[config.mk]
export PLATFORM = sky130hd
export DESIGN_NAME = dbg_bus_arbiter
export DESIGN_NICKNAME = d
export VERILOG_FILES = /design/src/rtl/dbg_bus_arbiter.sv
export SDC_FILE = /design/constraint.sdc
export NUM_CORES = 1
export LEC_CHECK = 0
export BUFFER_PORTS_ARGS = -buffer_cell sky130_fd_sc_hd__buf_2
export CAP_MARGIN = 0
export CORE_UTILIZATION = 30
export CTS_BUF_LIST = sky130_fd_sc_hd__clkbuf_4 sky130_fd_sc_hd__clkbuf_8
export DETAILED_ROUTE_END_ITERATION = 10
export GPL_ROUTABILITY_DRIVEN = 0
export PLACE_DENSITY = 0.62
export SYNTH_ARGS = -nofsm -noshare
export SYNTH_HDL_FRONTEND = slang
export SYNTH_SLANG_ARGS = --single-unit
[constraint.sdc]
create_clock -name clk -period 2.6 [get_ports clk]
set_input_delay 0 -clock clk [delete_from_list [all_inputs] [get_ports clk]]
set_output_delay 0 -clock clk [all_outputs]
set_load 0.03 [all_outputs]
[src/rtl/dbg_bus_arbiter.sv]
// Shares the SoC memory bus between the debug loader and the CPU, debug first.
// Define DBG_ARB_CPU_HOLD_EN to hold the CPU in reset during and after a debug session.
module dbg_bus_arbiter #(
  parameter int ADDR_W      = 32,
  parameter int HOLD_CYCLES = 16
) (
  input  logic              clk,
  input  logic              reset,
  input  logic              dbg_mem_op,
  input  logic [3:0]        dbg_wren,
  input  logic [ADDR_W-1:0] dbg_adr,
  input  logic [31:0]       dbg_do,
  output logic [31:0]       dbg_di,
  output logic              dbg_ack,
  input  logic              cpu_req,
  input  logic [3:0]        cpu_wren,
  input  logic [ADDR_W-1:0] cpu_adr,
  input  logic [31:0]       cpu_wdata,
  output logic [31:0]       cpu_rdata,
  output logic              cpu_ack,
  output logic              mem_req,
  output logic [3:0]        mem_wren,
  output logic [ADDR_W-1:0] mem_adr,
  output logic [31:0]       mem_wdata,
  input  logic [31:0]       mem_rdata,
  input  logic              mem_ack,
  output logic              cpu_n_reset,
  output logic              dbg_active
);

  typedef enum logic [1:0] {S_IDLE, S_DBG, S_CPU} state_t;

  state_t              r_state, w_state_nxt;
  logic                w_grant_dbg, w_grant_cpu, w_dbg_pend, w_cpu_ok;
  logic                r_mem_req, r_dbg_ack, r_cpu_ack, r_armed;
  logic [3:0]          r_mem_wren, r_cap_wren;
  logic [ADDR_W-1:0]   r_mem_adr, r_cap_adr;
  logic [31:0]         r_mem_wdata, r_dbg_di, r_cpu_rdata, r_cap_do;
  logic                r_cpu_n_reset, r_dbg_active;

  if (HOLD_CYCLES < 1 || HOLD_CYCLES > 65535) begin : g_hold_range
    $error("dbg_bus_arbiter: HOLD_CYCLES must be 1..65535");
  end

  // r_armed covers the first cycle(s) after a 0->1 edge until that op is granted,
  // so an edge seen while the CPU owns the bus is not lost.
  assign w_dbg_pend = dbg_mem_op &
                      (r_armed | (dbg_adr != r_cap_adr) | (dbg_wren != r_cap_wren) |
                       (dbg_do != r_cap_do));

  always_ff @(posedge clk) begin
    if (reset) r_state <= S_IDLE;
    else       r_state <= w_state_nxt;
  end

  always_comb begin
    w_state_nxt = r_state;
    w_grant_dbg = 1'b0;
    w_grant_cpu = 1'b0;
    case (r_state)
      S_IDLE: begin
        if (w_dbg_pend) begin
          w_state_nxt = S_DBG;
          w_grant_dbg = 1'b1;
        end else if (cpu_req && w_cpu_ok) begin
          w_state_nxt = S_CPU;
          w_grant_cpu = 1'b1;
        end
      end
      S_DBG, S_CPU: if (mem_ack) w_state_nxt = S_IDLE;
      default: w_state_nxt = S_IDLE;
    endcase
  end

  always_ff @(posedge clk) begin
    if (reset) begin
      r_mem_req   <= 1'b0;
      r_mem_wren  <= '0;
      r_mem_adr   <= '0;
      r_mem_wdata <= '0;
      r_dbg_di    <= '0;
      r_dbg_ack   <= 1'b0;
      r_cpu_rdata <= '0;
      r_cpu_ack   <= 1'b0;
      r_cap_adr   <= '0;
      r_cap_wren  <= '0;
      r_cap_do    <= '0;
      r_armed     <= 1'b1;
    end else begin
      r_dbg_ack <= 1'b0;
      r_cpu_ack <= 1'b0;
      if (!dbg_mem_op) r_armed <= 1'b1;
      if (w_grant_dbg) begin
        r_mem_req   <= 1'b1;
        r_mem_wren  <= dbg_wren;
        r_mem_adr   <= dbg_adr;
        r_mem_wdata <= dbg_do;
        r_cap_wren  <= dbg_wren;
        r_cap_adr   <= dbg_adr;
        r_cap_do    <= dbg_do;
        r_armed     <= 1'b0;
      end else if (w_grant_cpu) begin
        r_mem_req   <= 1'b1;
        r_mem_wren  <= cpu_wren;
        r_mem_adr   <= cpu_adr;
        r_mem_wdata <= cpu_wdata;
      end else if (r_state != S_IDLE && mem_ack) begin
        r_mem_req <= 1'b0;
        if (r_state == S_DBG) begin
          r_dbg_di  <= mem_rdata;
          r_dbg_ack <= 1'b1;
        end else begin
          r_cpu_rdata <= mem_rdata;
          r_cpu_ack   <= 1'b1;
        end
      end
    end
  end

`ifdef DBG_ARB_CPU_HOLD_EN
  logic        r_sess, r_hold_run;
  logic [15:0] r_hold_cnt;

  // Countdown is loaded when the session ends (after any in-flight debug op),
  // then cpu_n_reset releases on the edge after the counter has reached zero.
  always_ff @(posedge clk) begin
    if (reset) begin
      r_sess        <= 1'b0;
      r_hold_run    <= 1'b0;
      r_hold_cnt    <= '0;
      r_cpu_n_reset <= 1'b0;
      r_dbg_active  <= 1'b0;
    end else if (dbg_mem_op) begin
      r_sess        <= 1'b1;
      r_hold_run    <= 1'b0;
      r_hold_cnt    <= '0;
      r_cpu_n_reset <= 1'b0;
      r_dbg_active  <= 1'b1;
    end else if (r_sess && r_state != S_DBG) begin
      r_sess       <= 1'b0;
      r_hold_run   <= 1'b1;
      r_hold_cnt   <= 16'(HOLD_CYCLES);
      r_dbg_active <= 1'b1;
    end else if (r_hold_run) begin
      if (r_hold_cnt == 16'd0) begin
        r_hold_run    <= 1'b0;
        r_cpu_n_reset <= 1'b1;
        r_dbg_active  <= 1'b0;
      end else begin
        r_hold_cnt <= r_hold_cnt - 16'd1;
      end
    end else if (!r_sess) begin
      r_cpu_n_reset <= 1'b1;
      r_dbg_active  <= 1'b0;
    end
  end

  assign w_cpu_ok = r_cpu_n_reset;
`else
  always_ff @(posedge clk) begin
    if (reset) begin
      r_cpu_n_reset <= 1'b0;
      r_dbg_active  <= 1'b0;
    end else begin
      r_cpu_n_reset <= 1'b1;
      r_dbg_active  <= dbg_mem_op;
    end
  end

  assign w_cpu_ok = 1'b1;
`endif

  assign mem_req     = r_mem_req;
  assign mem_wren    = r_mem_wren;
  assign mem_adr     = r_mem_adr;
  assign mem_wdata   = r_mem_wdata;
  assign dbg_di      = r_dbg_di;
  assign dbg_ack     = r_dbg_ack;
  assign cpu_rdata   = r_cpu_rdata;
  assign cpu_ack     = r_cpu_ack;
  assign cpu_n_reset = r_cpu_n_reset;
  assign dbg_active  = r_dbg_active;

endmodule

== Yosys cells after proc, flatten, opt, wreduce, memory -nomap -nowiden ==
Cells that the tools add are included.
Storage, ports and cells
  latch bits: 0
  memories: 0
  bits in writable memories: 0
  bits in registers: 208
  logic and storage cells: 64
  input bits: 173
  output and inout bits: 137
  ROM bits: 0
Operators by class
  muxes and demuxes: 23
  reductions and logical operators: 10
  bitwise logic cells: 8
  divide/modulo/power cells: 0
  eq/ne operators: 8
  $lt $le $gt $ge: 0
  shifts and indexed selects: 0
  $add $sub $neg: 0
  multiply operators: 0
Operator list (count)
  2-to-1 mux 32 bit: 4
  inequality test 32 bit: 2
  2-to-1 mux 1 bit: 13
  2-to-1 mux 4 bit: 2
  AND reduction 4 bit: 2
  2-to-1 mux 2 bit: 3
  inequality test 4 bit: 1
  inverter 1 bit: 4
  case mux 2 bit (2 select lines): 1
  nonzero test 2 bit: 2
  OR reduction 4 bit: 1
  inequality test 3 bit, second input constant: 1
  bitwise OR 1 bit: 3
  nonzero test 3 bit: 1
  equality test 2 x 1 -> 1 bit, second input constant: 1
  equality test 2 bit, second input constant: 1
  logical NOT 2 bit: 1
  inequality test 2 x 1 -> 1 bit, second input constant: 1
  inequality test 2 bit, second input constant: 1
  AND reduction 2 bit: 1
  OR reduction 2 bit: 1
  bitwise AND 1 bit: 1
  logical AND 1 bit: 1

== Longest topological paths before layout ==
  depth after elaboration: 9
  mapped depth: 9
  mapped depth without buffers: 7

== Worst setup path before layout ==
OpenSTA, ideal clock, no wires.
  kind: reg-to-reg
  start: register r_cap_adr[9]
  end: register r_mem_adr[18] (netlist: mem_adr[18])
  path buffers: 2
  path slack: 0.419 ns
  required time: 2.459 ns
  library setup time: 0.141 ns
  cell stages (with the launch flop): 9
  arrival: 2.040 ns
  period minus slack after synthesis: 2.181 ns
  cell sequence: dfxtp_1 -> xnor2_1 -> o221ai_1 -> or4_4 -> or3_1 -> buf_2 -> buf_2 -> o21ai_1 -> o221ai_1
On the way
  word-level cells in the longest chain between the ends: 8
  elaborated cells between the ends (all ways): 11
  those cells by class: eq/ne: 1; mux: 5; bitwise: 4; reduce/logical: 1
RTL lines
  start, declared: line 37  | logic [ADDR_W-1:0] r_mem_adr, r_cap_adr;
  start signal, assigned: line 99  | r_cap_adr <= dbg_adr;
  inequality test 32 bit *: line 48  | (r_armed | (dbg_adr != r_cap_adr) | (dbg_wren != r_cap_wren) |
  bitwise OR 1 bit * (3 in a row): line 48
  bitwise AND 1 bit *: line 47  | assign w_dbg_pend = dbg_mem_op &
  2-to-1 mux 1 bit: line 62  | if (w_dbg_pend) begin
  2-to-1 mux 1 bit: line 60  | case (r_state)
  2-to-1 mux 32 bit or nonzero test 2 bit (tied branches)
  end signal, assigned: line 96  | r_mem_adr <= dbg_adr;
  end signal, assigned: line 105  | r_mem_adr <= cpu_adr;
  end, declared: line 37
Every way passes the cells marked *; elsewhere a longest branch is shown, timed or not.
A chain may end at the register's enable or synchronous reset.

== Worst setup path after layout ==
  start: register r_cap_adr[7]
  end: register r_mem_wdata[18] (netlist: mem_wdata[18])
On the way
  word-level cells in the longest chain between the ends: 8
  elaborated cells between the ends (all ways): 11
  those cells by class: eq/ne: 1; mux: 5; bitwise: 4; reduce/logical: 1
RTL lines
  inequality test 32 bit *: line 48
  bitwise OR 1 bit * (3 in a row): line 48
  bitwise AND 1 bit *: line 47
  2-to-1 mux 1 bit: line 62
  2-to-1 mux 1 bit: line 60
  2-to-1 mux 32 bit or nonzero test 2 bit (tied branches)
  end signal, assigned: line 97  | r_mem_wdata <= dbg_do;
  end signal, assigned: line 106  | r_mem_wdata <= cpu_wdata;
  end, declared: line 38  | logic [31:0] r_mem_wdata, r_dbg_di, r_cpu_rdata, r_cap_do;
Marked as above.

==> results.sh <==
export IMPL_outcome="completed"
export IMPL_nFillCells=2736
export IMPL_crit_arrival_ns=2.87
export IMPL_ir_drop_v=0.000351
export IMPL_antenna_found_initial=2
export IMPL_grt_pass1_wl_mm=50.5
export IMPL_period_share_pct=95.2
export IMPL_grt_pass1_vias=9317
export IMPL_clock_sinks=208
export IMPL_finClkSkew_ns=0.0234
export IMPL_synth_seq_cells=208
export IMPL_drc=0
export IMPL_first_pass_iters=5
export IMPL_root_buffer="clkbuf_8"
export IMPL_synthesis_area_um2=8880
export IMPL_drv_slew=0
export IMPL_final_cell_mix="309 x buf_2, 208 x dfxtp_1, 191 x nand2_1"
export IMPL_cts_path_max_buffers=3
export IMPL_finalNetCount=1772
export IMPL_io_buffer_count=309
export IMPL_htreeDepth=2
export IMPL_grt_overflow=0
export IMPL_via_per_inst=4.76
export IMPL_post_route_util_pct=47.4
export IMPL_dieArea_um2=30300
export IMPL_ant_nets=0
export IMPL_max_freq_mhz=404
export IMPL_dpl_cell_area_um2=11100
export IMPL_drt_initial_drc_count=519
export IMPL_row_count=62
export IMPL_grt_usage_pct=20.8
export IMPL_stdcell_area_um2=13700
export IMPL_cts_tree="done"
export IMPL_core_area_um2=28900
export IMPL_syn_inst=1102
export IMPL_clock_latency_ns=0.54
export IMPL_drive_gt1_share_pct=28.1
export IMPL_wl_per_cell_um=16.3
export IMPL_leakagePower_nw=6.44
export IMPL_hold_violations=0
export IMPL_p_per_area_nw_per_um2=630
export IMPL_end_kind="flip-flop"
export IMPL_synth_nets=1277
export IMPL_cts_made_buffers=39
export IMPL_critPathLaunchType="flip-flop"
export IMPL_synth_seq_area_share_pct=46.9
export IMPL_required_ns=2.99
export IMPL_routed_wl_mm=32.7
export IMPL_io_pins=310
export IMPL_mostFrequentLayoutCell="buf_2"
export IMPL_die_height_um=174
export IMPL_ys_types=41
export IMPL_rsz0062_at_grt="no"
export IMPL_die_w_um=174
export IMPL_path_class="flip-flop to flip-flop"
export IMPL_avgSynthCellArea_um2=8.06
export IMPL_start_util_pct=30.7
export IMPL_min_period_ns=2.47
export IMPL_grt_max_degree=69
export IMPL_path_clk_slew_ns=0.06
export IMPL_ys_warn_count=0
export IMPL_num_vias=9549
export IMPL_path_max_fanout=19
export IMPL_seqCellArea_um2=4160
export IMPL_multi_input_area_um2=3860
export IMPL_hpwl_mm=21.9
export IMPL_setup_viol=0
export IMPL_area_delta_synth_final_pct=54.3
export IMPL_maxCapViolCount=0
export IMPL_hold_path_class="input pin to flip-flop"
export IMPL_worstMarginPinSlew_ns=0.774
export IMPL_slew_headroom_pct=48.4
[where the power goes]
part	internal (mW)	switching, mW	leakage (nW)
registers	3.45	0.140	1.70
clock network	1.87	1.42	0.430
logic	0.698	1.06	4.31
[flip-flops by register name (all words and copies together) (netlist names)]
name and cells:
r_cap_wren 4, r_armed 1, cpu_n_reset 1, dbg_di 32
cpu_ack 1, r_cap_adr 32, r_cap_do 32, cpu_rdata 32
r_state 2, dbg_ack 1, mem_req 1, dbg_active 1
mem_wdata 32, mem_adr 32, mem_wren 4
[synth_stat cells (all sizes together)]
master | count | area [um^2]
and3 | 68 | 425
nor3 | 2 | 21.3
a222oi | 1 | 10.0
o221ai | 69 | 629
nand4 | 6 | 37.5
nor2b | 12 | 75.1
dfxtp | 208 | 4160
or3 | 1 | 6.26
or2 | 2 | 12.5
o31ai | 8 | 60.1
inv | 157 | 589
o21ai | 133 | 669
ha | 2 | 25.0
a211oi | 1 | 7.51
nor4 | 11 | 75.1
xnor2 | 5 | 43.8
buf | 18 | 123
o22ai | 2 | 12.5
a21oi | 71 | 355
nor2 | 9 | 33.8
a41oi | 2 | 32.5
a2111oi | 2 | 17.5
nand2 | 191 | 717
a221oi | 3 | 26.3
o211a | 1 | 10.0
clkbuf | 63 | 236
or4 | 2 | 18.8
xor2 | 48 | 420
nand2b | 2 | 12.5
a22oi | 1 | 7.51
a2bb2oi | 1 | 8.76
[metal layers]
layer / wire length (um) / track usage [%] / share of wire [%] / vias to the layer above
met1: 14700 / 27.0 / 45 / 4415
met4: 989 / 7.68 / 3.0 / 0
met2: 15200 / 34.9 / 47 / 361
met5: 0 / 0 / 0 / -
li1: - / - / - / 4700
met3: 1770 / 3.17 / 5.4 / 73
[critical path, cell delays in order (launching register included)]
cell	delay, ns
dfxtp_1	0.32
xor2_1	0.14
nor4_1	0.31
buf_4	0.16
nand4_1	0.10
or4_4	0.55
buf_6	0.19
buf_4	0.16
o21ai_1	0.23
o221ai_1	0.16
[worst paths after layout]
kind / start / endpoint / slack, ns / depth (start not counted)
worst max-delay path: r_cap_adr[7] / mem_wdata[18] / 0.13 / 9
worst min-delay path: dbg_do[19] / r_cap_do[19] / 0.08 / 5
worst max register to register: r_cap_adr[7] / mem_wdata[18] / 0.13 / 9
worst min register to register: cpu_rdata[31] / cpu_rdata[31] / 0.45 / 2
[area by class of cell]
type / instances / share of cell area [%]
Multi-Input combinational cell: 656 / 28.2
Timing Repair Buffer: 535 / 27.7
Clock inverter: 8 / 0.338
Inverter: 157 / 4.30
Antenna cell: 2 / 0.0365
Sequential cell: 208 / 30.4
Clock buffer: 58 / 5.55
Tap cell: 384 / 3.51
[cells by family (layout without fill, tap and decap cells)]
logic type	count (synthesis)	after routing	synth area share [%]
simple gates	306	306	16.2
compound gates	295	295	20.8
buf+inv	238	758	10.7
flops	208	208	46.9
xor+xnor	53	53	5.23
fa+ha+maj	2	2	0.282
other cells	0	2	0
[repair_timing]
| action | 4_1_cts | 5_1_grt |
|---|---|---|
| setup buffers | 0 | 0 |
| resized for setup | 11 | 9 |
| hold buffers | 170 | 0 |
| endpoints found under the hold margin | 202 | 0 |
| pin swaps | 0 | 0 |
| setup endpoints to repair | 41 | 20 |
[per-stage QoR]
stage / setup slack (ns) / TNS (ns) / hold slack [ns] / instances / power (mW)
final: 0.126 / 0 / 0.0843 / 2008 / 8.63
after global routing: 0.00150 / 0 / 0.109 / 2008 / 9.01
after CTS: 0.114 / 0 / 0.0580 / 2006 / 8.71
after detailed placement: -0.249 / -2.01 / 0.257 / 1770 / 5.18
after global placement: -0.216 / -1.77 / 0.253 / 1770 / 5.16
after floorplan: 0.419 / 0 / 0.136 / 1102 / 4.55
Power figures use the tool's default switching activity.
